`src/rtl/main_mem_ctrl.sv`:
```
// main_mem_ctrl: cache-side memory controller, fixed-latency reads, posted writes via a small FIFO buffer.
// Latency: data_valid rises RD_LAT cycles after a new-read edge; a write posts in 1 cycle; the buffer drains 1 entry/cycle.
// Backpressure: none toward the cache; a write that meets a full, non-draining buffer is dropped and wb_overflow is set.
module main_mem_ctrl #(
  parameter int ADDR_BITS = 8,
  parameter int RD_LAT    = 3,
  parameter int WB_DEPTH  = 4
) (
  input  logic        clk_100,
  input  logic        rst_n,
  input  logic [15:0] addr_in,
  input  logic [15:0] data_in,
  input  logic        write_en,
  output logic [15:0] data_out,
  output logic        data_valid,
  output logic        busy,
  output logic        wb_full,
  output logic        wb_overflow
);

  localparam int PTR_W = (WB_DEPTH > 1) ? $clog2(WB_DEPTH) : 1;
  localparam int CNT_W = $clog2(WB_DEPTH + 1);
  localparam int DEPTH = 1 << ADDR_BITS;

  typedef enum logic [1:0] {IDLE, RD_WAIT, RD_HOLD, WR} state_t;

  state_t               state;
  logic [2:0]           lat_cnt;
  logic [ADDR_BITS-1:0] rd_addr;
  logic                 last_we;

  // backing RAM and write-buffer storage carry no reset
  logic [15:0]          mem     [DEPTH];
  logic [ADDR_BITS-1:0] wb_addr [WB_DEPTH];
  logic [15:0]          wb_data [WB_DEPTH];

  logic [PTR_W-1:0]     wr_ptr;
  logic [PTR_W-1:0]     rd_ptr;
  logic [CNT_W-1:0]     count;
  logic [CNT_W-1:0]     count_nxt;

  logic                 last_wr_vld;
  logic [ADDR_BITS-1:0] last_wr_addr;
  logic [15:0]          last_wr_data;

  logic [ADDR_BITS-1:0] addr_lo;
  logic                 new_read;
  logic                 dup_wr;
  logic                 push_req;
  logic                 push_ok;
  logic                 drain;
  logic [15:0]          rd_word;

  // Upper address bits alias onto the same word and are intentionally dropped.
  logic                 unused_addr_hi;
  assign unused_addr_hi = ^addr_in[15:ADDR_BITS];
  assign addr_lo        = addr_in[ADDR_BITS-1:0];

  // Hold-off point for the drain path; tied low so the buffer always drains when non-empty.
  logic                 drain_stall;
  assign drain_stall = 1'b0;

  // Request classification: new-read detect, duplicate-write filter, push/drain enables, next count
  always_comb begin
    new_read  = !write_en && ((addr_lo != rd_addr) || last_we || (state == IDLE));
    dup_wr    = last_we && last_wr_vld && (addr_lo == last_wr_addr) && (data_in == last_wr_data);
    push_req  = write_en && !dup_wr;
    drain     = (count != '0) && !drain_stall;
    push_ok   = push_req && ((count != CNT_W'(WB_DEPTH)) || drain);
    count_nxt = count + CNT_W'(push_ok) - CNT_W'(drain);
  end

  // Read lookup for the held address: newest matching buffer entry wins, else the RAM word
  always_comb begin
    rd_word = mem[rd_addr];
    for (int k = 0; k < WB_DEPTH; k++) begin
      if ((CNT_W'(k) < count) && (wb_addr[rd_ptr + PTR_W'(k)] == rd_addr)) begin
        rd_word = wb_data[rd_ptr + PTR_W'(k)];
      end
    end
  end

  // Control FSM: write requests win, then new reads restart latency, else count down / hold
  always_ff @(posedge clk_100 or negedge rst_n) begin
    if (!rst_n) begin
      state      <= IDLE;
      lat_cnt    <= 3'd0;
      rd_addr    <= '0;
      last_we    <= 1'b0;
      data_out   <= 16'h0000;
      data_valid <= 1'b0;
    end else begin
      last_we <= write_en;
      if (write_en) begin
        state      <= WR;
        data_valid <= 1'b0;
      end else if (new_read) begin
        state      <= RD_WAIT;
        rd_addr    <= addr_lo;
        lat_cnt    <= 3'(RD_LAT - 1);
        data_valid <= 1'b0;
      end else begin
        case (state)
          RD_WAIT: begin
            if (lat_cnt == 3'd0) begin
              data_out   <= rd_word;
              data_valid <= 1'b1;
              state      <= RD_HOLD;
            end else begin
              lat_cnt <= lat_cnt - 3'd1;
            end
          end
          // keep tracking drains/forwards to the held address
          RD_HOLD: data_out <= rd_word;
          // IDLE and WR with write_en=0 always classify as a new read above
          default: ;
        endcase
      end
    end
  end

  // Write-buffer bookkeeping: pointers, count, status flags and last accepted pair
  always_ff @(posedge clk_100 or negedge rst_n) begin
    if (!rst_n) begin
      wr_ptr       <= '0;
      rd_ptr       <= '0;
      count        <= '0;
      busy         <= 1'b0;
      wb_full      <= 1'b0;
      wb_overflow  <= 1'b0;
      last_wr_vld  <= 1'b0;
      last_wr_addr <= '0;
      last_wr_data <= 16'h0000;
    end else begin
      if (push_ok) begin
        wr_ptr       <= wr_ptr + PTR_W'(1);
        last_wr_vld  <= 1'b1;
        last_wr_addr <= addr_lo;
        last_wr_data <= data_in;
      end
      if (drain) begin
        rd_ptr <= rd_ptr + PTR_W'(1);
      end
      if (push_req && !push_ok) begin
        wb_overflow <= 1'b1;
      end
      count   <= count_nxt;
      busy    <= (count_nxt != '0);
      wb_full <= (count_nxt == CNT_W'(WB_DEPTH));
    end
  end

  // Buffer entry capture and drain of the oldest entry into RAM (count is 0 while in reset)
  always_ff @(posedge clk_100) begin
    if (push_ok) begin
      wb_addr[wr_ptr] <= addr_lo;
      wb_data[wr_ptr] <= data_in;
    end
    if (drain) begin
      mem[wb_addr[rd_ptr]] <= wb_data[rd_ptr];
    end
  end

endmodule

```
`config.mk`:
```
export PLATFORM = sky130hd
export DESIGN_NAME = main_mem_ctrl
export DESIGN_NICKNAME = d
export VERILOG_FILES = /design/src/rtl/main_mem_ctrl.sv
export SDC_FILE = /design/constraint.sdc
export NUM_CORES = 2
export LEC_CHECK = 0
export CAP_MARGIN = 40
export CORE_MARGIN = 2
export CORE_UTILIZATION = 45
export DETAILED_ROUTE_END_ITERATION = 8
export PLACE_DENSITY = 0.6
export SLEW_MARGIN = 20
export SYNTH_ARGS = -nofsm -noshare
export SYNTH_HDL_FRONTEND = slang
export SYNTH_MEMORY_MAX_BITS = 65536
export SYNTH_SLANG_ARGS = --single-unit
```
`constraint.sdc`:
```
create_clock -name clk_100 -period 29.2 [get_ports clk_100]
set_clock_uncertainty 0.2 [all_clocks]
set_input_delay 2.92 -clock clk_100 [delete_from_list [all_inputs] [get_ports clk_100]]
set_output_delay 2.92 -clock clk_100 [all_outputs]
set_load 0.05 [all_outputs]
```
# Yosys cells after proc, flatten, opt, wreduce, memory -nomap -nowiden
# Memory sizes are Yosys's and may differ from the RTL's.
# Cells that the tools add are included.
# word_totals
memories,3
in_bits,35
ramBits,4192
regBits,66
out_inout_bits,20
elab_cells,94
# classes
add_sub_neg,7
magnitude_cmp,4
n_reduce_logical,29
eq_ne,13
bitwise,2
n_mux,21
# mem_list
name,words,width,rd,rd_clocked_by_memory_dff,wr,line_no,source
mem,256,16,1,0,1,33,logic [15:0] mem [DEPTH];
wb_data,4,16,4,0,1,35,logic [15:0] wb_data [WB_DEPTH];
wb_addr,4,8,4,0,1,34,logic [ADDR_BITS-1:0] wb_addr [WB_DEPTH];
# ops
cell,n
16-bit 2-to-1 mux,5
8-bit == test,5
16-bit case mux with 2 select lines,1
16-bit == test,1
3-bit nonzero test,4
1-bit logical AND,11
3-bit 2-to-1 mux,3
1-bit 2-to-1 mux,8
2-bit 2-to-1 mux,4
8-bit inequality test,1
"1-bit by 3-bit < comparator with 1-bit output, first input constant",2
"2-bit by 3-bit < comparator with 1-bit output, first input constant",2
"2-bit by 1-bit adder with 2-bit output, second input constant",2
"2-bit adder, second input constant",2
"2-bit inequality test, second input constant",2
2-bit AND reduction,2
4-bit AND reduction,1
2-bit nonzero test,2
3-bit by 1-bit adder with 3-bit output,1
"3-bit == test, second input constant",1
1-bit logical NOT,3
3-bit logical NOT,1
1-bit logical OR,3
"3-bit inequality test, second input constant",1
7 further kinds,8

# Longest topological paths before layout
# logic_depth
depth_word,9
ltp_mapped,15
mapped_depth_nobuf,11

# Least setup slack after synthesis
# Ideal clock, no wire load.
# synth_timing
kind,flip-flop to flip-flop
from,register rd_ptr[1]
to,memory mem[0][12] (data pin)
t_required_ns,27.359
stages_incl_launch_ff,9
period_less_slack_ns,10.805
setup_slack_ns,18.395
t_arrival_ns,8.964
path_buffers,6
setup_time_ns,1.641
cell_sequence,dfrtp_1 -> buf_4 -> buf_6 -> buf_6 -> buf_6 -> clkbuf_1 -> buf_2 -> mux2i_1 -> mux2i_1
# synth_via
elab_chain_cells,1
# synth_lines
element,line_no,source
"start, declared",38,logic [PTR_W-1:0] rd_ptr;
"start signal, assigned",142,rd_ptr <= rd_ptr + PTR_W'(1);
memory read 4 x 16 bit,--,
"end, declared",33,
# Every way passes these cells.

# Final worst setup path
# layout_timing
from,register rd_addr[0]
to,register data_out[11]
# layout_via
elab_chain_cells,8
elab_cells_between_ends,21
classes_between,eq/ne (5); mux (6); bitwise (1); reduce/logical (8); memory (1)
# layout_lines
element,line_no,source
"start, declared",29,logic [ADDR_BITS-1:0] rd_addr;
"start signal, assigned",99,rd_addr <= addr_lo;
branches (longest 8 deep; another with memory read 256 x 16 bit),--,
"end signal, assigned",106,data_out <= rd_word;
"end signal, assigned",114,RD_HOLD: data_out <= rd_word;
"end, declared",14,"output logic [15:0] data_out,"
# Parallel ways; which one is timed is not known. The select of a mux whose other input is x is not followed.
# A chain may end at the register's enable or synchronous reset.

==> impl_metrics.toml <==
[die]
core_area_mm2 = 0.375
die_area_mm2 = 0.381
io_pins = 55
core.rowCount = 225
starting_density_of_the_core = 0.451
floorplan.die.height_um = 617
die_width_um = 617

[yosys]
synth-seq-area-share = 0.754
synthesis_warning_total = 0
synth.cell_area_mm2 = 0.169
unique_cell_type_count_in_the_yosys_netlist = 76
async_flop_share = 0.0155
synth_nets = 8522
synth-main-ff-cell = "sky130_fd_sc_hd__edfxtp_1"
ys_ff_latch = 4258
synth-edff-count = 4192
post_synth_inst_count = 8476
post_synth.cell_area_avg_um2 = 20.0

[global_routing]
gr-total-overflow = 0
first_global_vias = 87955
groute.usage.overall = 0.242
grt_first_pass_wirelength_mm = 660
largest_net_degree_at_the_start_of_global_routing = 258
grt_antenna_before_repair = 16

[drt]
route.detailed.drc = 0
drtAntennaViolNets = 0
vias_per_cell = 6.19
dr_total_vias = 88972
first_pass_iters = 6
first_iter_violations = 10944
wl_per_cell_um = 32.6
wl_mm = 468

[sta]
final.setup.worst_slack_ns = 21.41
fin_crit_sh = 0.267
setup_total_negative_slack_ns = 0
tightest_pin_transition_ns = 1.30
worst_slew_margin_rel = 0.135
period_minus_slack_ns = 7.79
achievable-frequency_mhz = 128
grt_setup_unrepaired = "false"
final_hold_viol_count = 0
final_hold_slack_ns = 0.176
slew_violations = 0
setup_violations = 0

[setup_path]
rr_startpoint = "rd_addr[0]$_DFFE_PN0P_"
worstPathRequired_ns = 29.88
critPathLaunchType = "register"
worstPathArrival_ns = 8.47
worstSetupEndpoint = "data_out[11]$_DFFE_PN0P_"
crit_fanout = 98
worst-r2r-setup-slack_ns = 21.41
r2r-end = "data_out[11]$_DFFE_PN0P_"
worst_setup_path_startpoint = "rd_addr[0]$_DFFE_PN0P_"
worst_setup_path_end_kind = "register"
r2r.worst_path.cells = 15
critical_path_class = "register to register"

[cells_and_area]
area_delta_synth_final_pct = 13.9
final_core_util = 0.514
post_route_cells_drive_above_1_share = 0.236
finalInstanceArea_mm2 = 0.193
finish.cell_count_without_fillers = 14367
finish.net_count = 9053

[placed_design]
place_ws_ns = 21.08
place_area_mm2 = 0.178
placed_cells = 13531
dpl.hpwl_mm = 280
gpl_wtd_cong = 0.855
number_of_buffers_added_on_ports = 46

[outcome]
run_status = "complete, no violations"

[clock_tree]
post_cts_setup_buffer_count = 0
cts_inserted_buffers = 432
ctsRootBufferMaster = "sky130_fd_sc_hd__clkbuf_16"
post_cts.resized_instances = 0
worst_setup_hold_path_clk_slew_ns = 0.06
worst_skew_pair.late_latency_ns = 1.01
cts.sinks = 4258
maximum_count_of_clock_buffers_along_a_single_path = 4
hold_buffers = 0
ctsHtreeMaxLevel = 5
cts_tree = "done"

[pwr]
fin_total_pwr_mw = 17.0
pwr_cell_area_mw_per_mm2 = 88.4
power.static_leakage_nw = 61.4
ir_drop_uv = 126

[min_path]
hp-class = "register to register"

[flow_run]
cap_violations = 0
==> sequential cells by signal, summed over array words and instances, names as in the netlist, 2 cells and up <==
name	flops
wb_data	64
wb_addr	32
count	3
rd_addr	8
wr_ptr	2
last_wr_addr	8
last_wr_data	16
lat_cnt	3
mem	4096
data_out	16
rd_ptr	2
state	2
==> how the worst min path moves through the flow <==
stage	startpoint	endpoint	slack, ns	depth (start not counted)
after global routing	wb_overflow$_DFFE_PN0P_	wb_overflow$_DFFE_PN0P_	0.21	0
after CTS	wb_overflow$_DFFE_PN0P_	wb_overflow$_DFFE_PN0P_	0.18	0
after floorplan	last_wr_vld$_DFFE_PN0P_	last_wr_vld$_DFFE_PN0P_	0.24	1
after detailed placement	wb_overflow$_DFFE_PN0P_	wb_overflow$_DFFE_PN0P_	0.17	0
after global placement	wb_overflow$_DFFE_PN0P_	wb_overflow$_DFFE_PN0P_	0.16	0
final	wb_overflow$_DFFE_PN0P_	wb_overflow$_DFFE_PN0P_	0.18	0
==> cells in the mapped netlist (all sizes together), types with 61 or more instances <==
master / number / share of area
edfxtp: 4192 / 0.74
mux4: 814 / 0.11
mux2i: 652 / 0.039
nor2: 351 / 0.0078
buf: 299 / 0.012
clkbuf: 237 / 0.0053
o221ai: 217 / 0.011
nor3: 196 / 0.0058
a21oi: 174 / 0.0051
nand2: 155 / 0.0035
o21ai: 144 / 0.0043
o22ai: 130 / 0.0048
mux2: 96 / 0.0064
nor3b: 72 / 0.0032
dfrtp: 66 / 0.0098
nand3: 61 / 0.0018
==> final cells by class <==
type	instances	area, µm²
Clock buffer	531	11300
Timing Repair Buffer	633	6070
Tap cell	4994	6250
Inverter	26	110
Antenna cell	4	10.0
Fill cell	29555	182000
Multi-Input combinational cell	3656	39200
Clock inverter	265	2350
Sequential cell	4258	128000
==> report_power, final <==
part           internal (mW)  switching, mW  total [mW]  leakage [nW]
registers               8.14         0.0897        8.23          38.4
logic                  0.878           2.56        3.44          16.4
clock network           3.04           2.34        5.37          6.63
total                   12.1           4.98        17.0          61.4
==> metal layers <==
layer	GRT usage	wire, µm
met1	0.336	186000
met2	0.383	220000
met3	0.0410	40000
met4	0.0995	21800
met5	0	12
==> logic make-up after synthesis <==
logic type	after synthesis	share of synthesized area
buffers and inverters	562	0.0182
muxes	1562	0.153
DFF	4258	0.754
xor gates and xnor gates	69	0.00357
adders and majority gates	11	0.000858
AOI/OAI and AO/OA	991	0.0412
and+or+nand+nor	1023	0.0294
==> cell usage in the layout, fill, tap and decap left out, types with 17 or more instances in the layout <==
| master | n |
|---|---|
| sky130_fd_sc_hd__clkinv_1 | 121 |
| sky130_fd_sc_hd__inv_1 | 21 |
| sky130_fd_sc_hd__nand2_1 | 151 |
| sky130_fd_sc_hd__buf_16 | 40 |
| sky130_fd_sc_hd__buf_4 | 466 |
| sky130_fd_sc_hd__mux2i_1 | 649 |
| sky130_fd_sc_hd__xnor2_1 | 59 |
| sky130_fd_sc_hd__edfxtp_1 | 4192 |
| sky130_fd_sc_hd__a2111oi_0 | 17 |
| sky130_fd_sc_hd__a221oi_1 | 56 |
| sky130_fd_sc_hd__nor2_2 | 26 |
| sky130_fd_sc_hd__buf_2 | 30 |
| sky130_fd_sc_hd__o22ai_1 | 130 |
| sky130_fd_sc_hd__nor2_1 | 316 |
| sky130_fd_sc_hd__o211ai_1 | 21 |
| sky130_fd_sc_hd__nor2b_1 | 24 |
| sky130_fd_sc_hd__clkbuf_1 | 94 |
| sky130_fd_sc_hd__a31oi_1 | 17 |
| sky130_fd_sc_hd__a211oi_1 | 49 |
| sky130_fd_sc_hd__mux2_2 | 96 |
| sky130_fd_sc_hd__nor3b_1 | 72 |
| sky130_fd_sc_hd__mux4_2 | 814 |
| sky130_fd_sc_hd__a22oi_1 | 60 |
| sky130_fd_sc_hd__o2111ai_1 | 29 |
| sky130_fd_sc_hd__o21ai_0 | 131 |
| sky130_fd_sc_hd__and3_1 | 43 |
| sky130_fd_sc_hd__clkinv_2 | 74 |
| sky130_fd_sc_hd__o221ai_1 | 217 |
| sky130_fd_sc_hd__dfrtp_1 | 58 |
| sky130_fd_sc_hd__a21oi_1 | 158 |
| sky130_fd_sc_hd__nor3_1 | 193 |
| sky130_fd_sc_hd__buf_12 | 30 |
| sky130_fd_sc_hd__nand3_1 | 45 |
| sky130_fd_sc_hd__bufinv_16 | 33 |
| sky130_fd_sc_hd__clkbuf_16 | 437 |
| sky130_fd_sc_hd__and2_1 | 23 |
| sky130_fd_sc_hd__clkdlybuf4s50_1 | 45 |
| sky130_fd_sc_hd__nor4_1 | 17 |
==> critical path, cell delays in order (launching register included) <==
cell and delay [ns]:
sky130_fd_sc_hd__dfrtp_4 0.90, sky130_fd_sc_hd__buf_12 0.54, sky130_fd_sc_hd__buf_12 0.55, sky130_fd_sc_hd__buf_12 0.57, sky130_fd_sc_hd__buf_4 0.62, sky130_fd_sc_hd__buf_4 0.66
sky130_fd_sc_hd__mux4_2 0.60, sky130_fd_sc_hd__mux2i_1 0.31, sky130_fd_sc_hd__o221ai_1 0.27, sky130_fd_sc_hd__a21oi_1 0.55, sky130_fd_sc_hd__a21boi_1 0.34, sky130_fd_sc_hd__buf_4 0.26
sky130_fd_sc_hd__nor4_1 0.10, sky130_fd_sc_hd__clkdlybuf4s15_2 0.30, sky130_fd_sc_hd__o221ai_1 0.40, sky130_fd_sc_hd__o21ai_1 0.11
(Power assumes the default switching activity.)
